## config.mk

```make
export PLATFORM = sky130hd
export DESIGN_NAME = key_debouncer
export DESIGN_NICKNAME = d
export VERILOG_FILES = /design/src/rtl/gobang_input_pkg.sv /design/src/rtl/key_fsm.sv /design/src/rtl/key_debouncer.sv
export SDC_FILE = /design/constraint.sdc
export NUM_CORES = 1
export LEC_CHECK = 0
export ABC_AREA = 1
export CORE_UTILIZATION = 45
export CTS_CLUSTER_SIZE = 10
export DETAILED_ROUTE_END_ITERATION = 8
export GPL_TIMING_DRIVEN = 0
export SYNTH_ARGS = -nofsm -noshare
export SYNTH_HDL_FRONTEND = slang
export SYNTH_SLANG_ARGS = --single-unit
```

## constraint.sdc

```tcl
create_clock -name clk -period 2.5 [get_ports clk]
set_clock_uncertainty 0.2 [all_clocks]
set_input_delay 0.5 -clock clk [delete_from_list [all_inputs] [get_ports clk]]
set_output_delay 0.5 -clock clk [all_outputs]
set_load 0.02 [all_outputs]
```

## src/rtl/gobang_input_pkg.sv

```systemverilog
// -----------------------------------------------------------------------------
// gobang_input_pkg
// Shared definitions for the push-button input block of the gobang board:
//   - key_state_e : per-key debounce FSM state encoding
//   - KEY_*       : bit index of each button inside the key vectors
// No ports (package).
// -----------------------------------------------------------------------------
package gobang_input_pkg;

    typedef enum logic [1:0] {
        KS_RELEASED    = 2'd0,
        KS_PRESS_CHK   = 2'd1,
        KS_PRESSED     = 2'd2,
        KS_RELEASE_CHK = 2'd3
    } key_state_e;

    localparam int KEY_UP    = 0;
    localparam int KEY_DOWN  = 1;
    localparam int KEY_LEFT  = 2;
    localparam int KEY_RIGHT = 3;
    localparam int KEY_OK    = 4;

endpackage

```

## src/rtl/key_fsm.sv

```systemverilog
// -----------------------------------------------------------------------------
// key_fsm
// Debounce and auto-repeat state machine for a single push button. All state
// moves only on sample ticks; outputs are registered.
// Ports:
//   clk       in   system clock
//   rst       in   synchronous active-high reset
//   tick_i    in   one-clk sample strobe shared by all keys
//   raw_i     in   synchronized button level, 1 = pressed
//   level_o   out  debounced level (1 in PRESSED / RELEASE_CHK)
//   press_o   out  one-clk pulse on accepted press and on each auto-repeat
//   release_o out  one-clk pulse on accepted release
// -----------------------------------------------------------------------------
module key_fsm
    import gobang_input_pkg::*;
#(
    parameter int STABLE_CNT   = 4,
    parameter int REPEAT_DELAY = 32,
    parameter int REPEAT_RATE  = 8
) (
    input  logic clk,
    input  logic rst,
    input  logic tick_i,
    input  logic raw_i,
    output logic level_o,
    output logic press_o,
    output logic release_o
);

    localparam int CW      = $clog2(STABLE_CNT + 1);
    localparam int REP_MAX = (REPEAT_DELAY > REPEAT_RATE) ? REPEAT_DELAY : REPEAT_RATE;
    localparam int RW      = $clog2(REP_MAX + 1);

    localparam logic [CW-1:0] STAB_TERM  = CW'(STABLE_CNT);
    localparam logic [RW-1:0] DELAY_TERM = RW'(REPEAT_DELAY);
    localparam logic [RW-1:0] RATE_TERM  = RW'(REPEAT_RATE);

    key_state_e    state_q;
    logic [CW-1:0] stab_q;
    logic [RW-1:0] rep_q;
    // Set once the first (delayed) repeat has fired; afterwards the repeat
    // counter measures REPEAT_RATE intervals instead of REPEAT_DELAY.
    logic          rep_arm_q;
    logic          level_q;
    logic          press_q;
    logic          release_q;

    always_ff @(posedge clk) begin
        if (rst) begin
            state_q   <= KS_RELEASED;
            stab_q    <= '0;
            rep_q     <= '0;
            rep_arm_q <= 1'b0;
            level_q   <= 1'b0;
            press_q   <= 1'b0;
            release_q <= 1'b0;
        end else begin
            press_q   <= 1'b0;
            release_q <= 1'b0;
            if (tick_i) begin
                case (state_q)
                    KS_RELEASED: begin
                        if (raw_i) begin
                            // A single-sample stability requirement accepts
                            // the very first tick at the new level.
                            if (STABLE_CNT == 1) begin
                                state_q   <= KS_PRESSED;
                                level_q   <= 1'b1;
                                press_q   <= 1'b1;
                                rep_q     <= '0;
                                rep_arm_q <= 1'b0;
                            end else begin
                                state_q <= KS_PRESS_CHK;
                                stab_q  <= CW'(1);
                            end
                        end
                    end
                    KS_PRESS_CHK: begin
                        if (raw_i) begin
                            if (stab_q + CW'(1) == STAB_TERM) begin
                                state_q   <= KS_PRESSED;
                                stab_q    <= '0;
                                level_q   <= 1'b1;
                                press_q   <= 1'b1;
                                rep_q     <= '0;
                                rep_arm_q <= 1'b0;
                            end else begin
                                stab_q <= stab_q + CW'(1);
                            end
                        end else begin
                            state_q <= KS_RELEASED;
                            stab_q  <= '0;
                        end
                    end
                    KS_PRESSED: begin
                        if (!raw_i) begin
                            rep_q     <= '0;
                            rep_arm_q <= 1'b0;
                            if (STABLE_CNT == 1) begin
                                state_q   <= KS_RELEASED;
                                level_q   <= 1'b0;
                                release_q <= 1'b1;
                            end else begin
                                state_q <= KS_RELEASE_CHK;
                                stab_q  <= CW'(1);
                            end
                        end else if (REPEAT_DELAY > 0) begin
                            // Counter reloads to 0 at each terminal value, so
                            // it never wraps while the key is held.
                            if (!rep_arm_q) begin
                                if (rep_q + RW'(1) == DELAY_TERM) begin
                                    press_q   <= 1'b1;
                                    rep_q     <= '0;
                                    rep_arm_q <= 1'b1;
                                end else begin
                                    rep_q <= rep_q + RW'(1);
                                end
                            end else begin
                                if (rep_q + RW'(1) == RATE_TERM) begin
                                    press_q <= 1'b1;
                                    rep_q   <= '0;
                                end else begin
                                    rep_q <= rep_q + RW'(1);
                                end
                            end
                        end
                    end
                    KS_RELEASE_CHK: begin
                        if (!raw_i) begin
                            if (stab_q + CW'(1) == STAB_TERM) begin
                                state_q   <= KS_RELEASED;
                                stab_q    <= '0;
                                level_q   <= 1'b0;
                                release_q <= 1'b1;
                            end else begin
                                stab_q <= stab_q + CW'(1);
                            end
                        end else begin
                            // Bounce back to held: repeat timing restarts.
                            state_q   <= KS_PRESSED;
                            stab_q    <= '0;
                            rep_q     <= '0;
                            rep_arm_q <= 1'b0;
                        end
                    end
                    default: begin
                        state_q <= KS_RELEASED;
                        stab_q  <= '0;
                        level_q <= 1'b0;
                    end
                endcase
            end
        end
    end

    assign level_o   = level_q;
    assign press_o   = press_q;
    assign release_o = release_q;

endmodule

```

## src/rtl/key_debouncer.sv

```systemverilog
// -----------------------------------------------------------------------------
// key_debouncer
// Debounces NUM_KEYS push buttons sampled at a rate derived from one bit of
// the system clock divider, with optional auto-repeat on held keys.
// Ports:
//   clk         in   system clock (same clock as the divider)
//   rst         in   synchronous active-high reset
//   tick_src    in   divider count bit; each rising edge is one sample tick
//   key_raw     in   [NUM_KEYS] asynchronous button levels, 1 = pressed
//   key_level   out  [NUM_KEYS] debounced level per key
//   key_press   out  [NUM_KEYS] one-clk pulse on press and on auto-repeat
//   key_release out  [NUM_KEYS] one-clk pulse on release
// -----------------------------------------------------------------------------
module key_debouncer
    import gobang_input_pkg::*;
#(
    parameter int NUM_KEYS     = 5,
    parameter int STABLE_CNT   = 4,
    parameter int REPEAT_DELAY = 32,
    parameter int REPEAT_RATE  = 8
) (
    input  logic                clk,
    input  logic                rst,
    input  logic                tick_src,
    input  logic [NUM_KEYS-1:0] key_raw,
    output logic [NUM_KEYS-1:0] key_level,
    output logic [NUM_KEYS-1:0] key_press,
    output logic [NUM_KEYS-1:0] key_release
);

    logic                tick_meta_q;
    logic                tick_sync_q;
    logic                tick_prev_q;
    logic [NUM_KEYS-1:0] key_meta_q;
    logic [NUM_KEYS-1:0] key_sync_q;
    logic                tick;

    // Tick and keys share the same two-flop depth, so a key level applied
    // together with a tick_src rise is the value seen on that tick.
    always_ff @(posedge clk) begin
        if (rst) begin
            tick_meta_q <= 1'b0;
            tick_sync_q <= 1'b0;
            tick_prev_q <= 1'b0;
            key_meta_q  <= '0;
            key_sync_q  <= '0;
        end else begin
            tick_meta_q <= tick_src;
            tick_sync_q <= tick_meta_q;
            tick_prev_q <= tick_sync_q;
            key_meta_q  <= key_raw;
            key_sync_q  <= key_meta_q;
        end
    end

    assign tick = tick_sync_q & ~tick_prev_q;

    for (genvar g = 0; g < NUM_KEYS; g++) begin : g_key
        key_fsm #(
            .STABLE_CNT   (STABLE_CNT),
            .REPEAT_DELAY (REPEAT_DELAY),
            .REPEAT_RATE  (REPEAT_RATE)
        ) u_key_fsm (
            .clk       (clk),
            .rst       (rst),
            .tick_i    (tick),
            .raw_i     (key_sync_q[g]),
            .level_o   (key_level[g]),
            .press_o   (key_press[g]),
            .release_o (key_release[g])
        );
    end

endmodule
```

# Word-level counts from Yosys, hierarchy flattened
# Cells that the tools add are included.
[totals]
regBits = 88
input_bits = 8
output_inout_bits = 15
word_cells = 364
[classes]
n_addsub = 10
n_eq_ne = 75
mux = 190
n_bitwise = 8
n_reduce_logical = 41
[op_table]
columns = ["cell", "count"]
rows = [
  ["$mux 6", 35],
  ["$pmux 6 s3", 5],
  ["$mux 3", 25],
  ["$mux 1", 70],
  ["$mux 2", 30],
  ["$pmux 3 s4", 5],
  ["$ne 2x2->1 const B", 25],
  ["$reduce_and 5->1", 10],
  ["$pmux 2 s4", 5],
  ["$add 6x1->6 const B", 5],
  ["$eq 6x4->1 const B", 5],
  ["$eq 6x6->1 const B", 5],
  ["$ne 3x2->1 const B", 10],
  ["$reduce_and 6->1", 5],
  ["$eq 2x2->1 const B", 10],
  ["$ne 2x1->1 const B", 10],
  ["$pmux 1 s2", 10],
  ["$reduce_or 4->1", 5],
  ["$add 3x1->3 const B", 5],
  ["$eq 3x3->1 const B", 5],
  ["$pmux 1 s3", 5],
  ["$reduce_and 3->1", 5],
  ["$reduce_bool 3->1", 5],
  ["$eq 2x1->1 const B", 5],
  ["other kinds (5)", 19],
]

# Depth between registers and ports, before layout
# Gate-level depths: netlist of the first run.
[depth]
word_depth = 6
depth_mapped = 11
mapped_depth_nobuf = 11

# By module
# A second synthesis of the first run with hierarchy kept.
[hier_totals]
cells_unflattened = 671
hier_area_um2 = 4983.5
[by_module_without_submodules]
columns = ["module", "n_inst", "cells_each", "area_per_inst_um2"]
rows = [
  ["key_fsm", 5, 126, 922.1],
  ["key_debouncer", 1, 41, 372.9],
]

# Least setup slack after synthesis of the first run
# No wires, ideal clock.
[synth_path]
kind = "register to register"
startpoint = "register g_key[0].u_key_fsm.state_q[0]"
endpoint = "register (tool-made name)"
setup_ns = 0.120
t_arrival_ns = 1.427
required_ns = 2.180
path_slack_ns = 0.754
path_stages_with_launch = 9
n_path_buf = 0
cell_sequence = "dfxtp_1 > inv_1 > ha_1 > nand2_1 > nand3_1 > a21oi_1 > nand2_1 > o21ai_0 > a21oi_1"
[synth_lines]
columns = ["element", "line", "rtl"]
rows = [
  ["from (decl)", "key_fsm.sv:38", "key_state_e state_q;"],
  ["from (signal assigned)", "key_fsm.sv:50", "state_q <= KS_RELEASED;"],
  ["from (signal assigned)", "key_fsm.sv:67", "state_q <= KS_PRESSED;"],
  ["from (signal assigned)", "key_fsm.sv:73", "state_q <= KS_PRESS_CHK;"],
]

# Worst setup path after layout of the first run
[layout_path]
startpoint = "input port rst"
endpoint = "register g_key[0].u_key_fsm.rep_q[5]"
[layout_lines]
columns = ["element", "line", "rtl"]
rows = [
  ["from (decl)", "key_debouncer.sv:23", "input logic rst,"],
  ["to (signal assigned)", "key_fsm.sv:116", "rep_q <= rep_q + RW'(1);"],
  ["to (signal assigned)", "key_fsm.sv:123", "rep_q <= rep_q + RW'(1);"],
  ["to (decl)", "key_fsm.sv:40", "logic [RW-1:0] rep_q;"],
]
# No word-level cell between the ends.

==> flow_metrics.tcl, run 1 <==
set metrics [dict create \
    fin_ws_ps 327.4 \
    clkTransAtPathRegs_ps 90 \
    cp_max_fo 10 \
    min_path_cells 2 \
    clock_path_buffers 2 \
    multiInputGateArea_um2 2530 \
    finalHoldViolCount 0 \
    yosys.area.top_type "dfxtp_1" \
    ys_seq_area_share_pct 36.14 \
    die_y_um 106.1 \
    core_area_um2 10420 \
    cts_resized 0 \
    cts_setup_buffers 0 \
    synthCells 671 \
    areaGrowthSynthToFinish_pct 12.06 \
    setup_viol 0 \
    nets 755 \
    relSlewSlack_pct 54.99 \
    totalWireLength_um 10020 \
    power.share.clock_pct 39.7 \
    end_kind "flip-flop" \
    cts_made_buffers 9 \
    ff2ff_path_depth 8 \
    dieArea_um2 11250 \
    power_frac_comb_pct 3.8 \
    dp.cells 829 \
    grt_first_pass_wirelength_um 17310 \
    status "finished, final reports clean" \
    rsz0062_at_grt "false" \
    post-route-min-period_ps 2173 \
    antenna_cells 0 \
    ys_warn_count 0 \
    insertion_delay_ps 350 \
    io_buffers 22 \
    drive_gt1_share_pct 8.604 \
    peakVddDrop_uv 259.9 \
    swShare_pct 23.33 \
    io_pins 23 \
    hold_path_class "reg -> reg" \
    postCtsHoldBufs 0 \
    row_count 37 \
    tightest_slew_ps 675.2 \
    clkSinkCount 88 \
    grt.overflow.total 0 \
    max_freq_ghz 0.4603 \
    grt_pass1_vias 3930 \
    netlist.area_leader.share_pct 36.14 \
    fin_crit_sh_pct 86.90 \
    stdcell_count 845 \
    drc_errors 0 \
    hold-worst-slack_ps 204.8 \
    r2r-start "g_key[0].u_key_fsm.state_q[0]$_SDFFE_PP0P_" \
    fillCellCount 1026 \
    post-dp-hpwl_um 7394 \
    intPower_mw 1.933 \
    start_util_pct 46.80 \
    critPathRequiredTime_ps 2510 \
    gp_congestion 0.8513 \
    dr.pass1.iters 4 \
    p_leak_nw 2.275 \
    start_kind "input pin" \
    fin_util_pct 52.44 \
    vias 4258 \
    min_to "key_sync_q[2]$_SDFF_PP0_" \
    holdCritStartpoint "key_meta_q[2]$_SDFF_PP0_" \
    slew_violations 0 \
    ys_top_cells_by_area "dfxtp_1 36%, ha_1 11%, inv_1 8.5%" \
    antenna_left 0 \
    path_class "in -> reg" \
    seq_power_share_pct 56.5 \
    regToRegSetupSlack_ps 500 \
    switchingPower_mw 0.5882 \
    arrival_ps 2180 \
    root_buffer "clkbuf_8" \
    wl_per_cell_um 11.85 \
    cap_violations 0 \
    setup-tns-final_ps 0 \
    power.density_nw_per_um2 461.6 \
    pre_cts_slack_ps -117.1 \
    vias_per_cell 5.039 \
    syn_avg_cell_area_um2 7.265 \
    ys_ff_latch 88 \
    synth.distinct_cells 36 \
    grt_max_degree 15 \
    grt_antenna_before_repair 0 \
    syn_area_um2 4875 \
    first_iter_violations 152 \
    synth_nets 722 \
    cts_tree "done" \
    critPathLaunch "rst" \
    h-tree-depth 3 \
    register_area_um2 1762 \
    die_w_um 106.1 \
    grt_usage_pct 19.00 \
]
==> layout make-up <==
| cell class | instances | share of cell area [%] |
|---|---|---|
| Clock inverter | 5 | 1.031 |
| Buffer | 23 | 2.634 |
| Inverter | 117 | 8.039 |
| Clock buffer | 11 | 2.588 |
| Timing Repair Buffer | 22 | 4.031 |
| Sequential cell | 88 | 32.25 |
| Tap cell | 136 | 3.115 |
| Multi-Input combinational cell | 443 | 46.31 |
==> worst max-delay path: stages <==
cell	delay [ps]
clkdlybuf4s50_1	520
clkbuf_1	480
buf_1	580
a21oi_1	100
==> metrics by stage <==
| step | cell area (um^2) | power (mW) |
|---|---|---|
| after CTS | 5463 | 2.555 |
| after global routing | 5463 | 2.633 |
| after detailed placement | 5265 | 1.556 |
| final | 5463 | 2.521 |
| after global placement | 5265 | 1.554 |
| after floorplan | 4875 | 1.515 |
==> cell families after synthesis <==
family                   after synthesis  share of synthesized area [%]
AND/OR/NAND/NOR                      261                          24.56
XOR/XNOR                               4                         0.7186
AO/OA/AOI/OAI                        135                          15.58
flip-flops                            88                          36.14
adder cells (fa/ha/maj)               43                          11.04
buffers and inverters                140                          11.96
==> state kept, by name (all words and copies together), names as in the netlist, named ones only <==
register,cells
key_sync_q,5
g_key.u_key_fsm.release_o,5
g_key.u_key_fsm.stab_q,15
tick_meta_q,1
g_key.u_key_fsm.level_o,5
key_meta_q,5
g_key.u_key_fsm.state_q,5
g_key.u_key_fsm.rep_arm_q,5
g_key.u_key_fsm.rep_q,30
g_key.u_key_fsm.press_o,5
tick_sync_q,1
tick_prev_q,1
==> per-layer routing <==
layer / track usage [%] / share of wire [%]
met2: 32.96 / 47
met4: 7.738 / 2.0
met3: 2.943 / 3.8
met1: 23.44 / 47
met5: 0 / 0
==> how the worst max path moves through the flow <==
| stage | end | slack [ps] |
|---|---|---|
| 2_1_floorplan | flip-flop | 750 |
| 3_3_place_gp | key_sync_q[3]$_SDFF_PP0_ | -90 |
| 3_5_place_dp | key_meta_q[0]$_SDFF_PP0_ | -120 |
| 4_1_cts | key_sync_q[3]$_SDFF_PP0_ | 270 |
| 5_1_grt | g_key[2].u_key_fsm.rep_q[4]$_SDFFE_PP0P_ | 210 |
| 6_report | g_key[0].u_key_fsm.rep_q[5]$_SDFFE_PP0P_ | 330 |
==> cell usage in the layout, fill, tap and decap left out, drive strengths merged <==
cell,netlist,layout
o21a,1,1
nor3b,1,1
clkdlybuf4s50,0,22
nand3b,2,2
dfxtp,88,88
ha,43,43
o21bai,3,3
buf,18,18
o2111ai,3,3
inv,117,117
a211oi,5,5
or2,1,1
a21oi,77,77
bufinv,0,1
nand4,14,14
nor2,67,67
clkinv,0,3
o211ai,2,2
and3,1,1
nor3,11,11
clkinvlp,0,1
a311oi,2,2
a31oi,6,6
nand2,112,112
o21ai,36,36
nand3,52,52
xor2,4,4
clkbuf,5,16
==> synthesized netlist by cell type, drive strengths merged <==
cell type,n
nand2,112
clkbuf,5
and3,1
nand3b,2
buf,18
o2111ai,3
o211ai,2
a211oi,5
a31oi,6
xor2,4
o21ai,36
a311oi,2
o21bai,3
a21oi,77
inv,117
nor2,67
nor3,11
nand3,52
dfxtp,88
ha,43
o21a,1
nor3b,1
nand4,14
or2,1
==> power by group through the flow <==
stage	Clock [mW]	Sequential, mW	Combinational [mW]
global placement	0	1.46	0.0971
detailed placement	0	1.46	0.0987
finish	1.00	1.42	0.0969
floorplan	0	1.45	0.0608
global route	1.10	1.43	0.110
CTS	1.03	1.42	0.0991
Power figures use the tool's default switching activity.
==> run 2: changes to the inputs <==
- CORE_ASPECT_RATIO: not set -> 0.9
==> flow_metrics.tcl, run 2 (same netlist as run 1, synthesis figures left out) <==
set metrics [dict create \
    clkSinkCount 88 \
    path_class "in -> reg" \
    largest_reg_flops 30 \
    drive_gt1_share_pct 8.604 \
    row_count 35 \
    die_w_um 111.7 \
    arrival_ps 2140 \
    fin_util_pct 53.50 \
    power.share.clock_pct 47.0 \
    peakVddDrop_uv 454.6 \
    nets 755 \
    swShare_pct 22.64 \
    max_freq_ghz 0.4675 \
    die_y_um 100.7 \
    top_regs "g_key.u_key_fsm.rep_q: 30 flops, g_key.u_key_fsm.stab_q: 15 flops" \
    ff2ff_path_depth 8 \
    wl_met2_um 4626 \
    layout_commonest_cell "inv_1" \
    fin_crit_sh_pct 85.57 \
    cp_slowest_cell "buf_1" \
    cts_setup_buffers 0 \
    clkTransAtPathRegs_ps 70 \
    start_util_pct 46.97 \
    post-route-min-period_ps 2139 \
    wl_per_cell_um 12.23 \
    postCtsHoldBufs 0 \
    start_kind "input pin" \
    r2r-start "g_key[0].u_key_fsm.state_q[0]$_SDFFE_PP0P_" \
    regMostFlops "g_key.u_key_fsm.rep_q" \
    cap_violations 0 \
    power.density_nw_per_um2 518.2 \
    routed.top_layer "met4" \
    regToRegSetupSlack_ps 470 \
    cp_max_fo 10 \
    cts_tree "done" \
    critPathLaunch "rst" \
    crit_end "g_key[2].u_key_fsm.rep_q[5]$_SDFFE_PP0P_" \
    p_leak_nw 2.315 \
    status "finished with violations" \
    antenna_cells 0 \
    wl_met1_um 5124 \
    power_frac_comb_pct 3.4 \
    grt_antenna_before_repair 0 \
    io_buffers 22 \
    grt_max_degree 16 \
    grt_first_pass_wirelength_um 17730 \
    slew_violations 0 \
    setup-tns-final_ps 0 \
    tightest_slew_ps 713.1 \
    hold-worst-slack_ps 205.6 \
    crit_chain "clkdlybuf4s50_1 -> clkbuf_1 -> buf_1 -> a21oi_1" \
    cpPeakStageDelay_ps 600 \
    clock_path_buffers 2 \
    end_kind "flip-flop" \
    h-tree-depth 3 \
    layout_common_cells "111 x inv_1, 103 x nand2_1, 88 x dfxtp_1" \
    dr.pass1.iters 7 \
    relSlewSlack_pct 52.46 \
    cts_resized 0 \
    finalHoldViolCount 0 \
    fin_ws_ps 360.9 \
    intPower_mw 2.226 \
    grt_usage_pct 19.68 \
    grt.overflow.total 0 \
    vias_per_cell 5.048 \
    areaGrowthSynthToFinish_pct 13.91 \
    gp_congestion 0.8024 \
    core_area_um2 10380 \
    design_area_um2 5553 \
    wl_met3_um 395 \
    vias 4230 \
    rsz0062_at_grt "false" \
    first_iter_violations 198 \
    antenna_left 0 \
    hold_path_class "reg -> reg" \
    switchingPower_mw 0.6514 \
    pre_cts_slack_ps -33.76 \
    cts_made_buffers 9 \
    setup_viol 0 \
    seq_power_share_pct 49.5 \
    post-dp-hpwl_um 7459 \
    dieArea_um2 11250 \
    critPathRequiredTime_ps 2500 \
    violations "design-rule violations" \
    placed_cell_area_um2 5256 \
    power_mw 2.878 \
    totalWireLength_um 10250 \
    dp.cells 822 \
    drc_errors 1 \
    stdcell_count 838 \
    root_buffer "clkbuf_16" \
    insertion_delay_ps 340 \
    io_pins 23 \
    grt_pass1_vias 3874 \
]
## run 2: cell count changes in the layout (fill, tap and decap cells not counted), sizes merged
cell	previous run	this run
inv	117	119
clkinvlp	1	2
clkinv	3	1
clkbuf	16	15
## run 2: power groups by stage
| stage | combinational, mW | sequential [mW] | clock [mW] |
|---|---|---|---|
| final | 0.0992 | 1.43 | 1.35 |
| after global routing | 0.112 | 1.43 | 1.44 |
| after CTS | 0.101 | 1.42 | 1.39 |
| after detailed placement | 0.100 | 1.46 | 0 |
| after global placement | 0.0986 | 1.46 | 0 |
| after floorplan | 0.0608 | 1.45 | 0 |
## run 2: cell type report
type | count | area (um^2)
clock buffer | 10 | 229.0
multi-input combinational | 443 | 2530
timing repair buffer | 22 | 220.2
buffer | 23 | 143.9
tap | 129 | 161.4
sequential | 88 | 1762
fill | 999 | 4826
clock inverter | 6 | 67.56
inverter | 117 | 439.2
## run 2: critical path: cells and delay by family
family	cells	cell delay, ps
compound gates	1	90
buf+inv	3	1530
## run 2: worst min-delay path by stage
stage                                  start                  endpoint  slack (ps)  cells after the start
floorplan           key_meta_q[0]$_SDFF_PP0_  key_sync_q[0]$_SDFF_PP0_         190                      2
global placement      tick_meta_q$_SDFF_PP0_    tick_sync_q$_SDFF_PP0_         190                      2
detailed placement  key_meta_q[2]$_SDFF_PP0_  key_sync_q[2]$_SDFF_PP0_         200                      2
CTS                   tick_meta_q$_SDFF_PP0_    tick_sync_q$_SDFF_PP0_         210                      2
global route          tick_meta_q$_SDFF_PP0_    tick_sync_q$_SDFF_PP0_         220                      2
finish                tick_meta_q$_SDFF_PP0_    tick_sync_q$_SDFF_PP0_         210                      2
## run 2: metal layers
layer,GRT usage [%],up-vias
li1,-,2235
met2,32.15,61
met4,6.653,0
met5,0,-
met3,4.450,10
met1,25.74,1924
==> run 3: changes to the inputs <==
- SETUP_SLACK_MARGIN: not set -> 0.15
==> results of run 3 <==
Same layout as run 2: the final DEF is identical, and so are final timing and power.
